[config.mk]
export PLATFORM = sky130hd
export DESIGN_NAME = cam_i2c_byte_writer
export DESIGN_NICKNAME = d
export VERILOG_FILES = /design/src/rtl/cam_i2c_byte_writer.sv
export SDC_FILE = /design/constraint.sdc
export NUM_CORES = 1
export LEC_CHECK = 0
export CAP_MARGIN = 20
export CORE_UTILIZATION = 30
export CTS_CLUSTER_SIZE = 20
export DETAILED_ROUTE_END_ITERATION = 7
export GPL_ROUTABILITY_DRIVEN = 0
export PLACE_DENSITY_LB_ADDON = 0.25
export SKIP_LAST_GASP = 1
export SLEW_MARGIN = 15
export SYNTH_ARGS = -nofsm -noshare
export SYNTH_HDL_FRONTEND = slang
export SYNTH_SLANG_ARGS = --single-unit
[constraint.sdc]
create_clock -name sysClk -period 1.9 [get_ports sysClk]
set_input_delay 0.285 -clock sysClk [delete_from_list [all_inputs] [get_ports sysClk]]
set_output_delay 0.285 -clock sysClk [all_outputs]
set_load 0.01 [all_outputs]
[src/rtl/cam_i2c_byte_writer.sv]
// cam_i2c_byte_writer: turns a stream of 3-byte register-write groups
// (reg addr, data hi, data lo) into I2C write frames to one of two sensors.
// Byte intake handshake: a byte moves on a rising sysClk edge where
// byte_valid and byte_ready are both 1; byte_ready is only offered in IDLE,
// LOAD and DISCARD, and a producer seeing byte_ready=0 keeps byte_in stable.
module cam_i2c_byte_writer #(
   parameter int         CLK_DIV       = 125,
   parameter logic [6:0] DEV_ADDR_CAM0 = 7'h5D,
   parameter logic [6:0] DEV_ADDR_CAM1 = 7'h48
) (
   input  logic       sysClk,
   input  logic       rst_n,
   input  logic [7:0] byte_in,
   input  logic       byte_valid,
   output logic       byte_ready,
   input  logic       last_group,
   input  logic       cam_id,
   output logic       scl_oe,
   output logic       sda_oe,
   input  logic       sda_in,
   output logic       busy,
   output logic       done,
   output logic       nack_err,
   output logic [2:0] fsm_state
);

   localparam int DIV_W = $clog2(CLK_DIV);

   typedef enum logic [2:0] {
      S_IDLE    = 3'd0,
      S_START   = 3'd1,
      S_LOAD    = 3'd2,
      S_SHIFT   = 3'd3,
      S_ACK     = 3'd4,
      S_STOP    = 3'd5,
      S_DISCARD = 3'd6
   } state_t;

   state_t           state;
   logic [DIV_W-1:0] div_cnt;
   logic [1:0]       q;          // quarter of the current SCL bit
   logic [2:0]       bit_cnt;
   logic [7:0]       shreg;
   logic [7:0]       reg_addr;
   logic [1:0]       byte_idx;   // 0 device, 1 reg addr, 2 data hi, 3 data lo
   logic [1:0]       drop_cnt;   // bytes still to swallow after a NACK
   logic             last_reg;
   logic             nack_flag;
   logic             tick;

   assign tick      = (div_cnt == DIV_W'(CLK_DIV - 1));
   assign fsm_state = state;

   // Single FSM: quarter timing, bit shifting, handshake and status pulses.
   always_ff @(posedge sysClk or negedge rst_n) begin
      if (!rst_n) begin
         state      <= S_IDLE;
         div_cnt    <= '0;
         q          <= 2'd0;
         bit_cnt    <= 3'd0;
         shreg      <= 8'h00;
         reg_addr   <= 8'h00;
         byte_idx   <= 2'd0;
         drop_cnt   <= 2'd0;
         last_reg   <= 1'b0;
         nack_flag  <= 1'b0;
         byte_ready <= 1'b0;
         scl_oe     <= 1'b0;
         sda_oe     <= 1'b0;
         busy       <= 1'b0;
         done       <= 1'b0;
         nack_err   <= 1'b0;
      end else begin
         done     <= 1'b0;
         nack_err <= 1'b0;
         // ticking states advance div_cnt; waiting states hold it at zero so
         // every state entry starts a fresh quarter
         if (state == S_IDLE || state == S_LOAD || state == S_DISCARD || tick)
            div_cnt <= '0;
         else
            div_cnt <= div_cnt + 1'b1;

         case (state)
            S_IDLE: begin
               scl_oe <= 1'b0;
               sda_oe <= 1'b0;
               q      <= 2'd0;
               if (byte_ready && byte_valid) begin
                  reg_addr   <= byte_in;
                  last_reg   <= last_group;
                  shreg      <= {(cam_id ? DEV_ADDR_CAM1 : DEV_ADDR_CAM0), 1'b0};
                  byte_idx   <= 2'd0;
                  nack_flag  <= 1'b0;
                  busy       <= 1'b1;
                  byte_ready <= 1'b0;
                  state      <= S_START;
               end else begin
                  byte_ready <= 1'b1;
               end
            end

            // q0 both released, q1..q2 SDA low under high SCL, then SCL low
            S_START: if (tick) begin
               case (q)
                  2'd0:    begin sda_oe <= 1'b1; q <= 2'd1; end
                  2'd1:    q <= 2'd2;
                  default: begin
                     scl_oe  <= 1'b1;
                     sda_oe  <= ~shreg[7];
                     q       <= 2'd0;
                     bit_cnt <= 3'd0;
                     state   <= S_SHIFT;
                  end
               endcase
            end

            // SCL held low until the producer supplies the next data byte
            S_LOAD: begin
               if (byte_ready && byte_valid) begin
                  shreg      <= byte_in;
                  sda_oe     <= ~byte_in[7];
                  byte_ready <= 1'b0;
                  byte_idx   <= byte_idx + 2'd1;
                  bit_cnt    <= 3'd0;
                  q          <= 2'd0;
                  state      <= S_SHIFT;
               end
            end

            S_SHIFT: if (tick) begin
               q <= q + 2'd1;
               if (q == 2'd1) scl_oe <= 1'b0;
               if (q == 2'd3) begin
                  scl_oe <= 1'b1;
                  if (bit_cnt == 3'd7) begin
                     sda_oe <= 1'b0;
                     state  <= S_ACK;
                  end else begin
                     bit_cnt <= bit_cnt + 3'd1;
                     shreg   <= {shreg[6:0], 1'b0};
                     sda_oe  <= ~shreg[6];
                  end
               end
            end

            // 9th clock: SDA released, slave answer sampled at the end of q2
            S_ACK: if (tick) begin
               q <= q + 2'd1;
               if (q == 2'd1) scl_oe <= 1'b0;
               if (q == 2'd2 && sda_in) begin
                  nack_flag <= 1'b1;
                  nack_err  <= 1'b1;
                  drop_cnt  <= (byte_idx == 2'd3) ? 2'd0 :
                               (byte_idx == 2'd2) ? 2'd1 : 2'd2;
               end
               if (q == 2'd3) begin
                  scl_oe <= 1'b1;
                  if (nack_flag || byte_idx == 2'd3) begin
                     sda_oe <= 1'b1;
                     state  <= S_STOP;
                  end else if (byte_idx == 2'd0) begin
                     shreg    <= reg_addr;
                     sda_oe   <= ~reg_addr[7];
                     byte_idx <= 2'd1;
                     bit_cnt  <= 3'd0;
                     state    <= S_SHIFT;
                  end else begin
                     byte_ready <= 1'b1;
                     state      <= S_LOAD;
                  end
               end
            end

            // q0 SDA low/SCL low, q1 SCL released, q2 SDA released
            S_STOP: if (tick) begin
               q <= q + 2'd1;
               if (q == 2'd0) scl_oe <= 1'b0;
               if (q == 2'd1) sda_oe <= 1'b0;
               if (q == 2'd2) begin
                  q          <= 2'd0;
                  byte_ready <= 1'b1;
                  if (nack_flag && drop_cnt != 2'd0) begin
                     state <= S_DISCARD;
                  end else begin
                     state <= S_IDLE;
                     if (last_reg) begin
                        busy <= 1'b0;
                        done <= ~nack_flag;
                     end
                  end
               end
            end

            // swallow the rest of a NACKed group without touching the bus
            S_DISCARD: begin
               if (byte_ready && byte_valid) begin
                  if (drop_cnt == 2'd1) begin
                     state <= S_IDLE;
                     if (last_reg) busy <= 1'b0;
                  end
                  drop_cnt <= drop_cnt - 2'd1;
               end
            end

            default: state <= S_IDLE;
         endcase
      end
   end

endmodule

==> Word-level counts from Yosys, hierarchy flattened <==
Index checks and enable logic that the tools add are counted.
{ "classes": {"n_eq_ne": 39, "muxes": 107, "bitwise_logic": 5, "reduce_logical": 35, "add_sub_neg": 5} }
{ "ops": {"columns": ["cell", "n"], "rows": [
  ["two-way mux 3 bit", 25],
  ["two-way mux 8 bit", 9],
  ["two-way mux 1 bit", 43],
  ["!= test 2 bit, second input constant", 18],
  ["case mux 8 bit (4 select lines)", 1],
  ["two-way mux 2 bit", 15],
  ["AND reduction 11 bit", 2],
  ["case mux 3 bit (7 select lines)", 1],
  ["AND reduction 7 bit", 3],
  ["nonzero test 4 bit", 4],
  ["AND reduction 13 bit", 1],
  ["== test 3 bit, second input constant", 4],
  ["case mux 3 bit (4 select lines)", 1],
  ["!= test 2 x 1 -> 1 bit, second input constant", 5],
  ["case mux 2 bit (5 select lines)", 1],
  ["AND reduction 10 bit", 1],
  ["== test 2 bit, second input constant", 4],
  ["case mux 1 bit (4 select lines)", 2],
  ["case mux 2 bit (2 select lines)", 2],
  ["AND reduction 4 bit", 2],
  ["AND reduction 8 bit", 1],
  ["adder 7 x 1 -> 7 bit, second input constant", 1],
  ["== test 7 bit, second input constant", 1],
  ["two-way mux 7 bit", 1],
  ["25 further kinds", 43]
]} }
{ "totals": {"reg_bits": 43, "elab_cells": 207, "in_bits": 14, "output_inout_bits": 9} }

==> Logic depth before layout (Yosys ltp) <==
Gate-level depths: netlist of the first run.
{ "logic_depth": {"word_depth": 6, "depth_mapped": 7, "ltp_nobuf": 7} }

==> Least setup slack after synthesis of the first run <==
OpenSTA, ideal clock, no wires.
{ "synth_timing": {"kind": "register to register", "start": "reg byte_idx[1]", "end": "reg shreg[0]", "period_less_slack_ns": 2.071, "setup_time_ns": 0.125, "slack_ns": -0.171, "arrival_ns": 1.947, "path_buffers": 0, "required_ns": 1.775, "path_stages_with_launch": 6, "path_cell_list": "dfrtp_1 ha_1 nor2_1 a31oi_4 nor4_4 mux2_2"} }
{ "synth_between": {"elab_chain_len": 4, "word_cells_on_any_way": 6, "classes_between": "3 x eq/ne; 3 x reduce/logical"} }
{ "synth_lines": {"columns": ["item", "line_no", "source"], "rows": [
  ["from (decl)", "45", "logic [1:0] byte_idx;"],
  ["from (signal assigned)", "123", "byte_idx <= byte_idx + 2'd1;"],
  ["== test 2 bit", "158", "if (nack_flag || byte_idx == 2'd3) begin"],
  ["logical OR 1 bit", "158", null],
  ["!= test 2 bit (no line)", null, null],
  ["AND reduction 10 bit (no line) *", null, null],
  ["to (signal assigned)", "120", "shreg <= byte_in;"],
  ["to (signal assigned)", "140", "shreg <= {shreg[6:0], 1'b0};"],
  ["to (signal assigned)", "162", "shreg <= reg_addr;"],
  ["to (decl)", "43", "logic [7:0] shreg;"]
]} }
Mark *: on every way between the ends. The rest lies on a longest branch, timed or not.
A chain may end at the register's enable or synchronous reset.

==> Worst setup path after layout of the first run <==
{ "layout_timing": {"start": "reg div_cnt[0]", "end": "reg shreg[6]"} }
{ "layout_between": {"elab_chain_len": 3, "word_cells_on_any_way": 4, "classes_between": "3 x eq/ne; 1 x reduce/logical"} }
{ "layout_lines": {"columns": ["item", "line_no", "source"], "rows": [
  ["from (decl)", "40", "logic [DIV_W-1:0] div_cnt;"],
  ["from (signal assigned)", "81", "div_cnt <= div_cnt + 1'b1;"],
  ["== test 7 bit *", "51", "assign tick = (div_cnt == DIV_W'(CLK_DIV - 1));"],
  ["!= test 2 bit (no line)", null, null],
  ["AND reduction 10 bit (no line) *", null, null],
  ["to (signal assigned)", "91", "shreg <= {(cam_id ? DEV_ADDR_CAM1 : DEV_ADDR_CAM0), 1'b0};"],
  ["to (signal assigned)", "120", null],
  ["to (signal assigned)", "140", null]
]} }
Marked as above.

==> run_results.csv, run 1 <==
group,metric,value,unit
power_and_ir_drop,p_sw,2.48,mW
sta,setup_viol,16,
yosys,synth_edf_count,0,
floorplanning,dieArea,0.00969,mm²
worst_setup_path,critPathLaunch,"div_cnt[0]",
yosys,syn_avg_cell_area,10.1,µm²
floorplanning,coreArea,0.00885,mm²
sta,slew_headroom,62.5,%
placed_design,hpwlAfterDp,5.50,mm
worst_setup_path,endpoint_kind,"flip-flop",
layout,area_growth,42.7,%
global_route,grt.total_usage,16.5,%
layout,drive_gt1_share,41.3,%
sta,timing.fmax,0.501,GHz
floorplanning,ios,23,
yosys,yosysTopAreaCellShare,38.6,%
sta,fin_crit,2.00,ns
yosys,synthArstFlopShare,100,%
sta,fin_crit_sh,105,%
yosys,yosysWarningCount,0,
worst_setup_path,r2r_cells,9,
clocking,clkTransAtPathRegs,0.10,ns
outcome,status,"complete, but fails checks",
power_and_ir_drop,seq_power_share,23.9,%
run,max-cap-violations,0,
layout,utilization,45.0,%
floorplanning,dieHeight,98.4,µm
clocking,cts_root_buf,"clkbuf_8",
detailed_routing,ant_nets,0,
sta,finalWorstSetupSlack,-0.0972,ns
sta,fin_skew,0.00794,ns
power_and_ir_drop,p_per_area,1580,mW/mm²
power_and_ir_drop,p_clk_share,12.1,%
placed_design,place_area,0.00356,mm²
sta,worstMarginPinSlew,0.562,ns
clocking,clk_path_buf_depth,2,
detailed_routing,routed_via_density,5.14,
power_and_ir_drop,internal-power,3.81,mW
floorplanning,die_width,98.4,µm
layout,nNetsFinal,396,
yosys,synth.top_cells.by_area,"dfrtp_1 (39%), mux2_2 (8.5%), ha_1 (6.7%)",
layout,insertedDiodeCount,0,
yosys,synthCells,275,
layout,regArea,0.00108,mm²
yosys,synth_top_area_cell,"dfrtp_1",
power_and_ir_drop,p_leak,1.80,nW
worst_setup_path,rr_endpoint,"shreg[6]",
worst_setup_path,startpoint_type,"flip-flop",
global_route,grt.overflow.total,0,
clocking,cts_htree_levels,2,
yosys,ys_types,62,
yosys,synthesis.area,0.00279,mm²
detailed_routing,avgRoutedWirePerCell,15.9,µm
worst_setup_path,crit_fanout,8,
sta,hold_viol_final,0,
power_and_ir_drop,p_sw_share,39.4,%
power_and_ir_drop,power.total,6.29,mW
floorplanning,start_util,31.5,%
detailed_routing,routed_wl,7.59,mm
layout,final_area,0.00398,mm²
layout,nFillCells,844,
global_route,antenna_found_initial,0,
clocking,cts_sinks,43,
worst_setup_path,arrival,2.19,ns
layout,biggestRegsByFlops,"reg_addr (8), shreg (8), div_cnt (7)",
layout,multi_input_area,0.00177,mm²
global_route,grt_pass1_vias,2524,
worst_setup_path,critPathKind,"reg -> reg",
detailed_routing,drc,0,
power_and_ir_drop,ir_worst_vdd,0.597,mV
yosys,synth_ff_type,"dfrtp_1",
detailed_routing,vias,2447,
yosys,synth_seq_cells,43,
detailed_routing,first_pass_iters,6,
sta,slew_violations,0,
yosys,yosys-top-cells-count,"dfrtp_1 (43), mux2_2 (21), nor2_1 (20), o21ai_0 (20), a21oi_1 (16)",
outcome,violations,"negative setup slack",
clocking,numCtsBuffers,5,
worst_setup_path,r2r_slack,-0.1,ns
global_route,grt_max_degree,44,
yosys,syn_nets,304,
hold_path,hp-class,"in -> async",
sta,rsz0062_at_grt,"true",
worst_setup_path,r2r-start,"div_cnt[0]",
clocking,clock_latency,0.30,ns
clocking,tritoncts,"yes",
power_and_ir_drop,combPwrFrac,64.0,%
placed_design,port_buffers,22,
detailed_routing,drt_iter0_markers,124,
floorplanning,num_rows,34,
global_route,grt_pass1_wl,12.5,mm
worst_setup_path,cp.required,2.09,ns
yosys,yosysSeqAreaShare,38.6,%
yosys,synth.most_common_cell,"dfrtp_1",
cell usage in the layout, fill, tap and decap left out, types with 4 or more instances in the layout:
cell type	netlist	final
buf_4	0	70
dfrtp_1	43	40
clkdlybuf4s50_1	0	21
nor2_1	20	18
o21ai_0	20	17
a21oi_1	16	16
mux2_4	3	13
mux2_2	21	11
ha_1	15	10
inv_1	12	9
nand3_1	10	9
nand2_1	10	9
o22ai_1	6	5
nand2b_1	6	5
a22oi_1	5	5
clkbuf_8	3	5
buf_6	2	5
nor2b_1	6	4
xor2_1	4	4
and3_1	4	4
a221oi_1	5	4
layout make-up:
cell class	count	share of cell area (%)
Multi-Input combinational cell	206	44.4
Timing Repair Buffer	99	21.0
Sequential cell	43	27.1
Clock buffer	5	1.73
Clock inverter	3	1.19
Inverter	12	1.13
Tap cell	108	3.40
power groups by stage:
stage               combinational (mW)  sequential (mW)  clock, mW
finish                            4.02             1.50      0.763
global route                      4.40             1.55      0.826
CTS                               3.69             1.49      0.794
detailed placement                3.35             1.52          0
global placement                  3.31             1.51          0
floorplan                         2.07             1.49          0
metal layers:
layer	vias up	global-route usage [%]	share of wire (%)
met1	1188	22.6	46
met5	-	0	0
met3	13	2.27	3.7
met2	49	26.7	48
met4	0	5.97	2.4
li1	1197	-	-
worst max-delay path by stage:
stage / endpoint
floorplan: shreg[0]
global placement: shreg[2]
detailed placement: fsm_state[2]
CTS: bit_cnt[1]
global route: bit_cnt[0]
finish: shreg[6]
metrics by stage:
step / TNS, ns / hold slack (ns) / instances / setup slack [ns]
2_1_floorplan: -0.789 / -0.0106 / 275 / -0.104
3_3_place_gp: -3.11 / 0.407 / 457 / -0.228
3_5_place_dp: -3.34 / 0.408 / 457 / -0.251
4_1_cts: -0.335 / 0.0753 / 471 / -0.0796
5_1_grt: -2.14 / 0.105 / 476 / -0.167
6_report: -0.866 / 0.0390 / 476 / -0.0972
cell families after synthesis:
logic type | share of synthesized area (%)
AOI/OAI and AO/OA | 19.6
xor gates and xnor gates | 1.88
adders and majority gates | 6.73
buffers and inverters | 5.20
DFF | 38.6
muxes | 10.8
and+or+nand+nor | 17.2
worst max-delay path, stage by stage (launching register included):
cell and delay, ns:
dfrtp_1 0.40, inv_2 0.07, ha_4 0.17, nand2_8 0.07
buf_12 0.14, nor2_8 0.10, a31oi_4 0.10, nor4_4 0.31
buf_6 0.19, mux2_2 0.34
timing repair:
item / 4_1_cts / 5_1_grt
cloned: 0 / 0
setup buffers: 6 / 5
hold buffers: 0 / 0
gates resized for setup: 25 / 26
endpoints found under the hold margin: 0 / 0
setup endpoints to repair: 20 / 18
pin swaps: 8 / 10
Note: power is estimated with default switching activity, not from simulation.
==> inputs of run 2 (changes only) <==
--- a/config.mk
+++ b/config.mk
@@ -6,6 +6,7 @@
 export NUM_CORES = 1
 export LEC_CHECK = 0
 export CAP_MARGIN = 20
+export CORE_MARGIN = 3
 export CORE_UTILIZATION = 30
 export CTS_CLUSTER_SIZE = 20
 export DETAILED_ROUTE_END_ITERATION = 7
==> run_results.csv, run 2 (synthesis results as in run 1) <==
group,metric,value,unit
detailed_routing,routed_via_density,5.12,
layout,nNetsFinal,412,
floorplanning,start_util,31.4,%
global_route,antenna_found_initial,0,
clocking,numCtsBuffers,5,
clocking,cts_htree_levels,2,
sta,slew_violations,0,
clocking,cts_sinks,43,
placed_design,place_inst,463,
sta,fin_crit,2.04,ns
floorplanning,dieHeight,102,µm
layout,area_growth,49.3,%
layout,layout_common_cells,"buf_4 (82), dfrtp_1 (39), clkdlybuf4s50_1 (20)",
detailed_routing,routed_wl,8.13,mm
worst_setup_path,slowest_delay,0.45,ns
worst_setup_path,cp.required,2.09,ns
clocking,tritoncts,"yes",
layout,final_common_cell,"buf_4",
global_route,grt.overflow.total,0,
layout,nFillCells,833,
worst_setup_path,path_cells,"buf_4 > ha_2 > nor4bb_4 > o32ai_4 > o221ai_2 > or3_4 > mux2_4",
detailed_routing,first_pass_iters,4,
clocking,clock_latency,0.30,ns
placed_design,port_buffers,22,
worst_setup_path,arrival,2.23,ns
layout,drive_gt1_share,46.4,%
sta,fin_skew,0.00708,ns
layout,utilization,46.8,%
worst_setup_path,cpMaxStageDelayCell,"or3_4",
outcome,violations,"negative setup slack",
global_route,grt_max_degree,26,
power_and_ir_drop,p_leak,1.89,nW
detailed_routing,drc,0,
detailed_routing,vias,2521,
worst_setup_path,startpoint_type,"flip-flop",
sta,finalWorstSetupSlack,-0.138,ns
sta,worstMarginPinSlew,0.658,ns
clocking,clkTransAtPathRegs,0.09,ns
floorplanning,num_rows,34,
layout,insertedDiodeCount,0,
sta,timing.fmax,0.491,GHz
sta,slew_headroom,55.9,%
sta,hold_viol_final,0,
worst_setup_path,endpoint_kind,"flip-flop",
detailed_routing,avgRoutedWirePerCell,16.5,µm
outcome,status,"complete, but fails checks",
global_route,grt_pass1_vias,2452,
floorplanning,dieArea,0.0105,mm²
run,max-cap-violations,0,
sta,rsz0062_at_grt,"true",
sta,fin_crit_sh,107,%
power_and_ir_drop,ir_worst_vdd,0.735,mV
worst_setup_path,critPathKind,"reg -> reg",
clocking,cts_root_buf,"clkbuf_8",
hold_path,hp-class,"in -> async",
global_route,grt_pass1_wl,12.5,mm
global_route,grt.total_usage,15.3,%
detailed_routing,ant_nets,0,
worst_setup_path,crit_fanout,3,
placed_design,hpwlAfterDp,5.78,mm
layout,biggestRegsByFlops,"reg_addr (8), shreg (8), div_cnt (7)",
detailed_routing,drt_iter0_markers,108,
sta,setup_viol,14,
layout,stdcell_count,492,
floorplanning,die_width,102,µm
floorplanning,coreArea,0.00889,mm²
floorplanning,ios,23,
clocking,clk_path_buf_depth,2,
power_and_ir_drop,p_per_area,1580,mW/mm²
sta,holdWs,0.481,ns
run 2: cell types whose count changed in the layout (fill, tap and decap cells not counted), moves of 2 or more:
cell	delta
buf_4	+12
buf_6	+3
a22oi_1	-2
a22oi_2	+2
o31ai_1	-2
o31ai_2	+2
run 2: path summary, 6_finish.rpt:
kind | slack (ns) | from | cells past startpoint | to
setup / recovery | -0.14 | q[0] | 7 | bit_cnt[1]
hold reg to reg | 0.52 | reg_addr[5] | 1 | reg_addr[5]
min in group sysClk | 0.52 | reg_addr[5] | 1 | reg_addr[5]
hold / removal | 0.48 | rst_n | 2 | bit_cnt[2]
max in group asynchronous | 0.89 | rst_n | 3 | q[1]
setup reg to reg | -0.14 | q[0] | 7 | bit_cnt[1]
run 2: metal layers:
layer	global-route usage, %	wire [µm]	vias up
met5	0	0	-
met4	3.94	85	0
met3	3.07	239	7
met2	25.0	3970	39
met1	20.8	3840	1250
li1	-	-	1225
run 2: final cells by class:
cell class,count,area [µm²],area share (%)
Multi-Input combinational cell,206,1840,44.2
Sequential cell,43,1080,26.0
Timing Repair Buffer,115,965,23.2
Tap cell,108,135,3.24
Clock buffer,6,82.6,1.98
Inverter,12,45.0,1.08
Clock inverter,2,16.3,0.391
run 2: metrics by stage:
stage / worst slack [ns] / total power [mW] / cell area [µm²] / setup TNS (ns)
after global placement: -0.231 / 4.89 / 3610 / -3.18
final: -0.138 / 6.57 / 4170 / -0.878
after CTS: -0.0929 / 6.04 / 3910 / -0.544
after global routing: -0.201 / 6.99 / 4170 / -1.95
after floorplan: -0.104 / 3.57 / 2810 / -0.789
after detailed placement: -0.241 / 4.94 / 3610 / -3.50
run 2: timing repair:
item                                   in CTS  in global routing
hold buffers                                1                  0
setup endpoints to repair                  21                 23
setup buffers                               8                 12
pin swaps                                   7                 13
endpoints found under the hold margin      18                  0
cloned                                      0                  0
resized for setup                          36                 39
run 2: critical path: cells and delay by family (launching register included):
family	cells	cell delay, ns
AO/OA/AOI/OAI	2	0.38
AND/OR/NAND/NOR	2	0.52
buffers and inverters	1	0.13
flip-flops	1	0.37
adder cells (fa/ha/maj)	1	0.23
multiplexers	1	0.31
run 2: report_power, final:
group	leakage, nW	total (mW)	internal (mW)	switching, mW
combinational	1.31	4.40	2.37	2.03
sequential	0.531	1.52	1.26	0.260
clock	0.0474	0.642	0.297	0.345
==> inputs of run 3 (changes only) <==
--- a/config.mk
+++ b/config.mk
@@ -12,6 +12,7 @@
 export DETAILED_ROUTE_END_ITERATION = 7
 export GPL_ROUTABILITY_DRIVEN = 0
 export PLACE_DENSITY_LB_ADDON = 0.25
+export SETUP_SLACK_MARGIN = 0.05
 export SKIP_LAST_GASP = 1
 export SLEW_MARGIN = 15
 export SYNTH_ARGS = -nofsm -noshare
==> run_results.csv, run 3 (synthesis results as in run 1) <==
group,metric,value,unit
power_and_ir_drop,p_clk_share,11.9,%
clocking,cts_sinks,43,
detailed_routing,routed_wl,8.08,mm
power_and_ir_drop,p_leak,1.90,nW
sta,fin_crit,1.96,ns
global_route,grt_pass1_wl,13.1,mm
worst_setup_path,crit_fanout,8,
power_and_ir_drop,seq_power_share,22.9,%
placed_design,hpwlAfterDp,5.80,mm
sta,fin_crit_sh,103,%
sta,setup_viol,6,
detailed_routing,avgRoutedWirePerCell,16.5,µm
detailed_routing,maxUsedRoutingLayer,"met4",
detailed_routing,wl_met1,3.90,mm
clocking,clkTransAtPathRegs,0.09,ns
sta,slew_headroom,64.3,%
floorplanning,dieHeight,102,µm
clocking,cts_root_buf,"clkbuf_8",
power_and_ir_drop,p_sw,2.57,mW
detailed_routing,drc,0,
worst_setup_path,startpoint_type,"flip-flop",
sta,fin_skew,0.00817,ns
outcome,violations,"negative setup slack",
global_route,grt.total_usage,16.0,%
floorplanning,die_width,102,µm
worst_setup_path,critPathLaunch,"fsm_state[0]",
sta,timing.fmax,0.511,GHz
clocking,clk_path_buf_depth,2,
layout,biggestRegsByFlops,"reg_addr (8), shreg (8), div_cnt (7)",
layout,utilization,46.4,%
power_and_ir_drop,internal-power,4.02,mW
clocking,cts_htree_levels,2,
floorplanning,coreArea,0.00889,mm²
layout,layout_common_cells,"buf_4 (76), dfrtp_1 (40), clkdlybuf4s50_1 (19)",
sta,setup_tns,-0.223,ns
worst_setup_path,r2r-start,"fsm_state[0]",
clocking,tritoncts,"yes",
floorplanning,dieArea,0.0105,mm²
outcome,status,"complete, but fails checks",
detailed_routing,drt_iter0_markers,124,
floorplanning,start_util,31.4,%
hold_path,hp-class,"in -> async",
global_route,antenna_found_initial,0,
detailed_routing,ant_nets,0,
power_and_ir_drop,p_per_area,1600,mW/mm²
floorplanning,num_rows,34,
power_and_ir_drop,ir_worst_vdd,0.563,mV
layout,nNetsFinal,409,
detailed_routing,routed_via_density,5.12,
power_and_ir_drop,p_sw_share,39.0,%
worst_setup_path,endpoint_kind,"flip-flop",
sta,rsz0062_at_grt,"true",
sta,slew_violations,0,
worst_setup_path,cp.required,2.10,ns
detailed_routing,wl_met2,3.76,mm
layout,final_common_cell,"buf_4",
sta,hold_viol_final,0,
detailed_routing,first_pass_iters,4,
worst_setup_path,arrival,2.15,ns
sta,worstMarginPinSlew,0.536,ns
run,max-cap-violations,0,
clocking,clock_latency,0.31,ns
global_route,grt_pass1_vias,2524,
global_route,grt.overflow.total,0,
placed_design,port_buffers,22,
layout,nFillCells,837,
floorplanning,ios,23,
layout,area_growth,48.0,%
worst_setup_path,critPathKind,"reg -> reg",
power_and_ir_drop,combPwrFrac,65.2,%
clocking,numCtsBuffers,5,
layout,insertedDiodeCount,0,
detailed_routing,met3_length,261,µm
global_route,grt_max_degree,24,
detailed_routing,vias,2504,
sta,finalWorstSetupSlack,-0.0562,ns
layout,drive_gt1_share,44.6,%
## run 3: cell types whose count changed in the layout (fill, tap and decap cells not counted), sizes merged
cell           previous run  this run
clkdlybuf4s50            20        19
bufinv                    0         1
dlygate4sd2               1         0
clkinvlp                  1         0
dlymetal6s2s              0         2
clkinv                    1         0
inv                      12        13
buf                      93        90
## run 3: cell type report
type	count	area (µm²)	share of cell area, %
clock buffer	6	82.6	2.00
clock inverter	2	38.8	0.939
inverter	12	45.0	1.09
multi-input combinational	206	1770	43.0
sequential	43	1080	26.2
tap	108	135	3.27
timing repair buffer	112	973	23.6
## run 3: routing by layer
metal	GRT usage (%)	vias to the layer above
met3	1.84	11
met2	24.9	49
met1	23.2	1225
met4	5.15	0
li1	-	1219
met5	0	-
## run 3: repair_timing
action	CTS	global route
gates cloned	1	0
endpoints found under the setup margin	30	34
hold endpoints to repair	20	0
gates resized for setup	36	26
setup buffers	9	7
pin swaps	15	9
hold buffers	1	0
## run 3: final timing paths
kind / depth (start not counted) / endpoint / slack, ns
max: 5 / bit_cnt[0] / -0.06
min: 2 / drop_cnt[0] / 0.49
max reg2reg: 5 / bit_cnt[0] / -0.06
min reg2reg: 2 / busy / 0.51
max in group asynchronous: 3 / fsm_state[0] / 0.89
min in group sysClk: 2 / busy / 0.51
## run 3: power by group through the flow
stage / Sequential (mW) / Clock [mW] / Combinational, mW
3_3_place_gp: 1.50 / 0 / 3.55
2_1_floorplan: 1.49 / 0 / 2.11
4_1_cts: 1.51 / 0.805 / 3.96
6_report: 1.51 / 0.782 / 4.29
5_1_grt: 1.56 / 0.839 / 4.66
3_5_place_dp: 1.51 / 0 / 3.60
## run 3: worst max-delay path, cell delays in order (launching register included)
cell and delay [ns]:
dfrtp_2 0.48, nor4bb_2 0.21, o32ai_2 0.26, o221ai_2 0.19, or3_4 0.40, mux2_4 0.31
## run 3: stage by stage
stage          hold WS, ns  setup WS, ns  cells  cell area [µm²]  total power, mW
3_3_place_gp         0.297        -0.209    464             3640             5.05
3_5_place_dp         0.301        -0.200    464             3640             5.11
4_1_cts              0.515       -0.0831    482             3960             6.27
2_1_floorplan      -0.0106        -0.104    275             2810             3.60
5_1_grt              0.531        -0.115    489             4130             7.05
6_report             0.493       -0.0562    489             4130             6.59
